===== config.mk =====
export PLATFORM = sky130hd
export DESIGN_NAME = mem_requester
export DESIGN_NICKNAME = d
export VERILOG_FILES = /design/src/rtl/mem_requester_pkg.sv /design/src/rtl/mem_requester.sv
export SDC_FILE = /design/constraint.sdc
export NUM_CORES = 1
export LEC_CHECK = 0
export ABC_AREA = 1
export ABC_CLOCK_PERIOD_IN_PS = 4610
export CAP_MARGIN = 20
export CORE_MARGIN = 2
export CORE_UTILIZATION = 37
export CTS_BUF_LIST = sky130_fd_sc_hd__clkbuf_4 sky130_fd_sc_hd__clkbuf_8
export DETAILED_ROUTE_END_ITERATION = 12
export PLACE_DENSITY_LB_ADDON = 0.15
export RECOVER_POWER = 50
export SETUP_SLACK_MARGIN = 0.1
export SLEW_MARGIN = 10
export SYNTH_ARGS = -nofsm -noshare
export SYNTH_HDL_FRONTEND = slang
export SYNTH_SLANG_ARGS = --single-unit

===== constraint.sdc =====
create_clock -name clk -period 4.61 [get_ports clk]
set_clock_uncertainty 0.2 [all_clocks]
set_input_delay 0.6915 -clock clk [delete_from_list [all_inputs] [get_ports clk]]
set_output_delay 0.6915 -clock clk [all_outputs]
set_load 0.005 [all_outputs]

===== src/rtl/mem_requester_pkg.sv =====
// Shared types for the memory requester: bus widths, FSM state encoding and
// response error codes.
package mem_requester_pkg;

  localparam int addr_width = 32;
  localparam int data_width = 32;

  typedef enum logic [1:0] {
    ST_IDLE  = 2'd0,
    ST_ISSUE = 2'd1,
    ST_WAIT  = 2'd2,
    ST_RESP  = 2'd3
  } state_e;

  typedef enum logic [1:0] {
    ERR_OK         = 2'b00,
    ERR_MISALIGNED = 2'b01,
    ERR_TIMEOUT    = 2'b10
  } resp_err_e;

endpackage


===== src/rtl/mem_requester.sv =====
// Single-outstanding load/store requester bridging a core to a pulse-based memory
// controller. Optional WAIT timeout is enabled by defining MEM_REQUESTER_TIMEOUT_EN.
module mem_requester
  import mem_requester_pkg::*;
#(
  parameter int unsigned TIMEOUT_CYCLES = 255
) (
  input  logic                  clk,
  input  logic                  rst,
  input  logic                  req_valid,
  output logic                  req_ready,
  input  logic                  req_is_wr,
  input  logic [addr_width-1:0] req_addr,
  input  logic [data_width-1:0] req_wr_data,
  output logic                  resp_valid,
  input  logic                  resp_ready,
  output logic [data_width-1:0] resp_rd_data,
  output logic [1:0]            resp_err,
  output logic                  core1_rd_req,
  output logic                  core1_wr_req,
  output logic [addr_width-1:0] core1_addr,
  output logic [data_width-1:0] core1_wr_data,
  input  logic [data_width-1:0] core1_rd_data,
  input  logic                  core1_busy,
  input  logic                  core1_ack
);

  localparam logic [1:0] S_IDLE  = ST_IDLE;
  localparam logic [1:0] S_ISSUE = ST_ISSUE;
  localparam logic [1:0] S_WAIT  = ST_WAIT;
  localparam logic [1:0] S_RESP  = ST_RESP;

  if (TIMEOUT_CYCLES == 32'd0 || TIMEOUT_CYCLES > 32'd255) begin : g_bad_timeout
    $error("mem_requester: TIMEOUT_CYCLES must be in 1..255");
  end

  logic [1:0]            state_r;
  logic [1:0]            state_nxt_s;
  logic                  is_wr_r;
  logic [addr_width-1:0] addr_r;
  logic [data_width-1:0] wr_data_r;
  logic [data_width-1:0] rd_data_r;
  logic [1:0]            err_r;
  logic                  tmo_hit_s;
  logic                  issue_go_s;
  logic                  in_flight_s;

  assign issue_go_s  = (state_r == S_ISSUE) && !core1_busy;
  assign in_flight_s = (state_r == S_ISSUE) || (state_r == S_WAIT);

`ifdef MEM_REQUESTER_TIMEOUT_EN
  localparam logic [7:0] tmo_load = 8'(TIMEOUT_CYCLES);
  logic [7:0] tmo_cnt_r;

  // WAIT watchdog: armed as the request leaves ISSUE, counts down while no ack
  always_ff @(posedge clk) begin
    if (rst) begin
      tmo_cnt_r <= 8'd0;
    end else if (issue_go_s) begin
      tmo_cnt_r <= tmo_load;
    end else if ((state_r == S_WAIT) && !core1_ack && (tmo_cnt_r != 8'd0)) begin
      tmo_cnt_r <= tmo_cnt_r - 8'd1;
    end else begin
      tmo_cnt_r <= tmo_cnt_r;
    end
  end

  // an ack in the expiry cycle takes priority over the timeout
  assign tmo_hit_s = (state_r == S_WAIT) && !core1_ack && (tmo_cnt_r == 8'd0);
`else
  assign tmo_hit_s = 1'b0;
`endif

  // next-state decode
  always_comb begin
    state_nxt_s = state_r;
    case (state_r)
      S_IDLE: begin
        if (req_valid) begin
          state_nxt_s = (req_addr[1:0] == 2'b00) ? S_ISSUE : S_RESP;
        end else begin
          state_nxt_s = S_IDLE;
        end
      end
      S_ISSUE: begin
        if (!core1_busy) state_nxt_s = S_WAIT;
        else             state_nxt_s = S_ISSUE;
      end
      S_WAIT: begin
        if (core1_ack || tmo_hit_s) state_nxt_s = S_RESP;
        else                        state_nxt_s = S_WAIT;
      end
      S_RESP: begin
        if (resp_ready) state_nxt_s = S_IDLE;
        else            state_nxt_s = S_RESP;
      end
      default: state_nxt_s = S_IDLE;
    endcase
  end

  // state, request latch and response registers
  always_ff @(posedge clk) begin
    if (rst) begin
      state_r   <= S_IDLE;
      is_wr_r   <= 1'b0;
      addr_r    <= '0;
      wr_data_r <= '0;
      rd_data_r <= '0;
      err_r     <= ERR_OK;
    end else begin
      state_r <= state_nxt_s;
      case (state_r)
        S_IDLE: begin
          if (req_valid) begin
            is_wr_r   <= req_is_wr;
            addr_r    <= req_addr;
            wr_data_r <= req_wr_data;
            rd_data_r <= '0;
            err_r     <= (req_addr[1:0] == 2'b00) ? ERR_OK : ERR_MISALIGNED;
          end
        end
        S_WAIT: begin
          if (core1_ack) begin
            rd_data_r <= is_wr_r ? '0 : core1_rd_data;
            err_r     <= ERR_OK;
          end else if (tmo_hit_s) begin
            rd_data_r <= '0;
            err_r     <= ERR_TIMEOUT;
          end
        end
        S_RESP: begin
          if (resp_ready) begin
            rd_data_r <= '0;
            err_r     <= ERR_OK;
          end
        end
        default: begin
        end
      endcase
    end
  end

  assign req_ready     = (state_r == S_IDLE);
  assign resp_valid    = (state_r == S_RESP);
  assign resp_rd_data  = rd_data_r;
  assign resp_err      = err_r;
  // the pulse must drop in the same cycle the controller reports busy
  assign core1_rd_req  = issue_go_s && !is_wr_r;
  assign core1_wr_req  = issue_go_s && is_wr_r;
  assign core1_addr    = in_flight_s ? addr_r : '0;
  assign core1_wr_data = in_flight_s ? wr_data_r : '0;

endmodule


==> run summary <==
Syn Area/Cell = 6.54 um2
Hold Path Class = flip-flop to flip-flop
MaxCap Viol Count = 2
GP Congestion = 0.797
Die X = 114 um
Power per Cell Area = 324 nW/um2
Port Buf Inserts = 203
CP arrival = 3.88 ns
clk_lat worst skew = 0.35 ns
most common cell after layout, fill and taps aside = nor2_1
Post-CTS Resized = 0
DR DRC count = 0
synthesis warning total = 0
reg2reg path depth = 8
Netlist cell types = 21
GR Util All Layers = 0.185
die area = 12900 um2
CTS clk-pin slew, worst paths = 0.09 ns
crit path capture type = flip-flop
Root Buffer = clkbuf_8
CP startpoint kind = primary input
GRT met3 Usage = 0.0558
WL final = 12000 um
# rows = 40
share of cells above drive strength 1 = 0.0357
Post-Syn Area = 4460 um2
WP data required = 4.71 ns
CTS Buf Count = 9
met1 Track Usage GR = 0.231
remaining antenna violation count = 0
ant diodes = 0
status = finished with violations
Die Y = 114 um
H-tree depth = 3
hold path depth = 2
area delta synth->final = 50.2%
WL/cell = 11.9 um
Pleak = 3.33 nW
Detailed Place HPWL = 8480 um
f_max = 265 MHz
placed cell areas = 6480 um2
initial drt markers = 154
met2 global-route usage = 0.308
flops & latches, synth = 100
Final min period = 3.78 ns
GRT Max-Usage Layer = met2
I/O Pins = 205
Final Hold Viols = 0
Remaining Overflow, GRT = 0
Post-CTS Setup Repair Bufs = 0
CP Class = primary input to flip-flop
# nets final = 972
hold_buf cts = 0
most frequent cells in the layout = nor2_1, clkdlybuf4s50_1, nand2_1
initial antenna violation count = 0
largest net degree at the start of global routing = 71
CTS tree = done
core box area = 11900 um2
Synth Instances = 681
vias = 4493
DR pass1 iterations = 4
Pins Over Slew Limit = 95
vias in the first global route = 4146
CTS Sinks = 100
syn nets = 790
setup_tns = 0 ns
Final Util = 0.564
Rel. slew slack = -0.202
Worst Max-Slew Pin Slew = 1.80 ns
Design Area, Final = 6690 um2
clk buf depth = 2
Final setup viols = 0
crit path max fanout = 40
failing checks = capacitance limit, slew limit
Worst VDD drop = 0.152 mV
first-pass GRT wire length = 19400 um
DR vias/cell = 4.43
final period utilization = 0.820
sequential cell area fraction in the yosys report = 0.449
Initial Util = 0.376
RSZ-0062 raised after global routing = no
==> final timing paths <==
path | from | endpoint | slack [ns]
setup / recovery | rst | addr_r[23] | 0.83
hold / removal | resp_rd_data[2] | resp_rd_data[2] | 0.28
setup reg to reg | state_r[0] | resp_rd_data[25] | 1.28
hold reg to reg | resp_rd_data[2] | resp_rd_data[2] | 0.28
==> layer usage <==
layer / wire, um / share of wire
met3: 1040 / 0.087
met2: 5520 / 0.46
met4: 136 / 0.011
met5: 0 / 0
met1: 5350 / 0.44
==> cell type report <==
cell class	instances	area, um2
inverter	84	315
timing repair buffer	209	2090
multi-input combinational	459	1900
sequential	100	2000
tap	147	184
clock buffer	11	145
fill	1176	5170
clock inverter	5	61.3
==> critical path, stage by stage <==
cell and delay, ns:
dlygate4sd3_1 0.58, inv_1 0.69, clkbuf_1 1.19, buf_4 0.45, o21ai_0 0.15, nor2_1 0.11
==> through the flow <==
stage | hold WS [ns] | worst slack [ns] | cells | power, mW
2_1_floorplan | 0.255 | 2.45 | 681 | 1.35
3_3_place_gp | 0.261 | 1.58 | 997 | 1.62
4_1_cts | 0.290 | 1.09 | 1013 | 2.22
3_5_place_dp | 0.271 | 1.52 | 997 | 1.63
6_report | 0.284 | 0.830 | 1015 | 2.17
5_1_grt | 0.309 | 0.556 | 1015 | 2.32
==> registers in the layout, summed over array words and instances, names as in the netlist <==
register and count:
addr_r 32, resp_rd_data 32, wr_data_r 32, state_r 2, is_wr_r 1, resp_err 1
==> logic make-up (layout without fill, tap and decap cells) <==
group | after synthesis | in the layout | share of synthesized area
AO/OA/AOI/OAI | 75 | 75 | 0.0842
adder cells (fa/ha/maj) | 6 | 6 | 0.0168
buffers and inverters | 122 | 309 | 0.122
flip-flops | 100 | 100 | 0.449
other | 1 | 1 | 0.000842
AND/OR/NAND/NOR | 377 | 377 | 0.327
==> cells in the mapped netlist <==
cell type	n	area [um2]
dfxtp_1	100	2000
o21ai_0	65	325
buf_6	8	90.1
inv_2	3	11.3
nand2_4	1	11.3
or2_2	1	6.26
nor2_1	203	762
buf_4	1	7.51
clkinv_1	1	3.75
clkbuf_1	13	48.8
ha_1	6	75.1
conb_1	1	3.75
nand2_1	165	619
nand3_1	3	15.0
nor2_8	1	20.0
nor2_4	1	11.3
nand2_2	2	12.5
inv_1	80	300
o21ai_1	7	35.0
a21oi_1	3	15.0
buf_2	16	80.1
==> report_power, final <==
| group | switching [mW] | internal, mW |
|---|---|---|
| sequential | 0.0497 | 0.962 |
| combinational | 0.285 | 0.298 |
| clock | 0.301 | 0.273 |
Power figures use the tool's default switching activity.
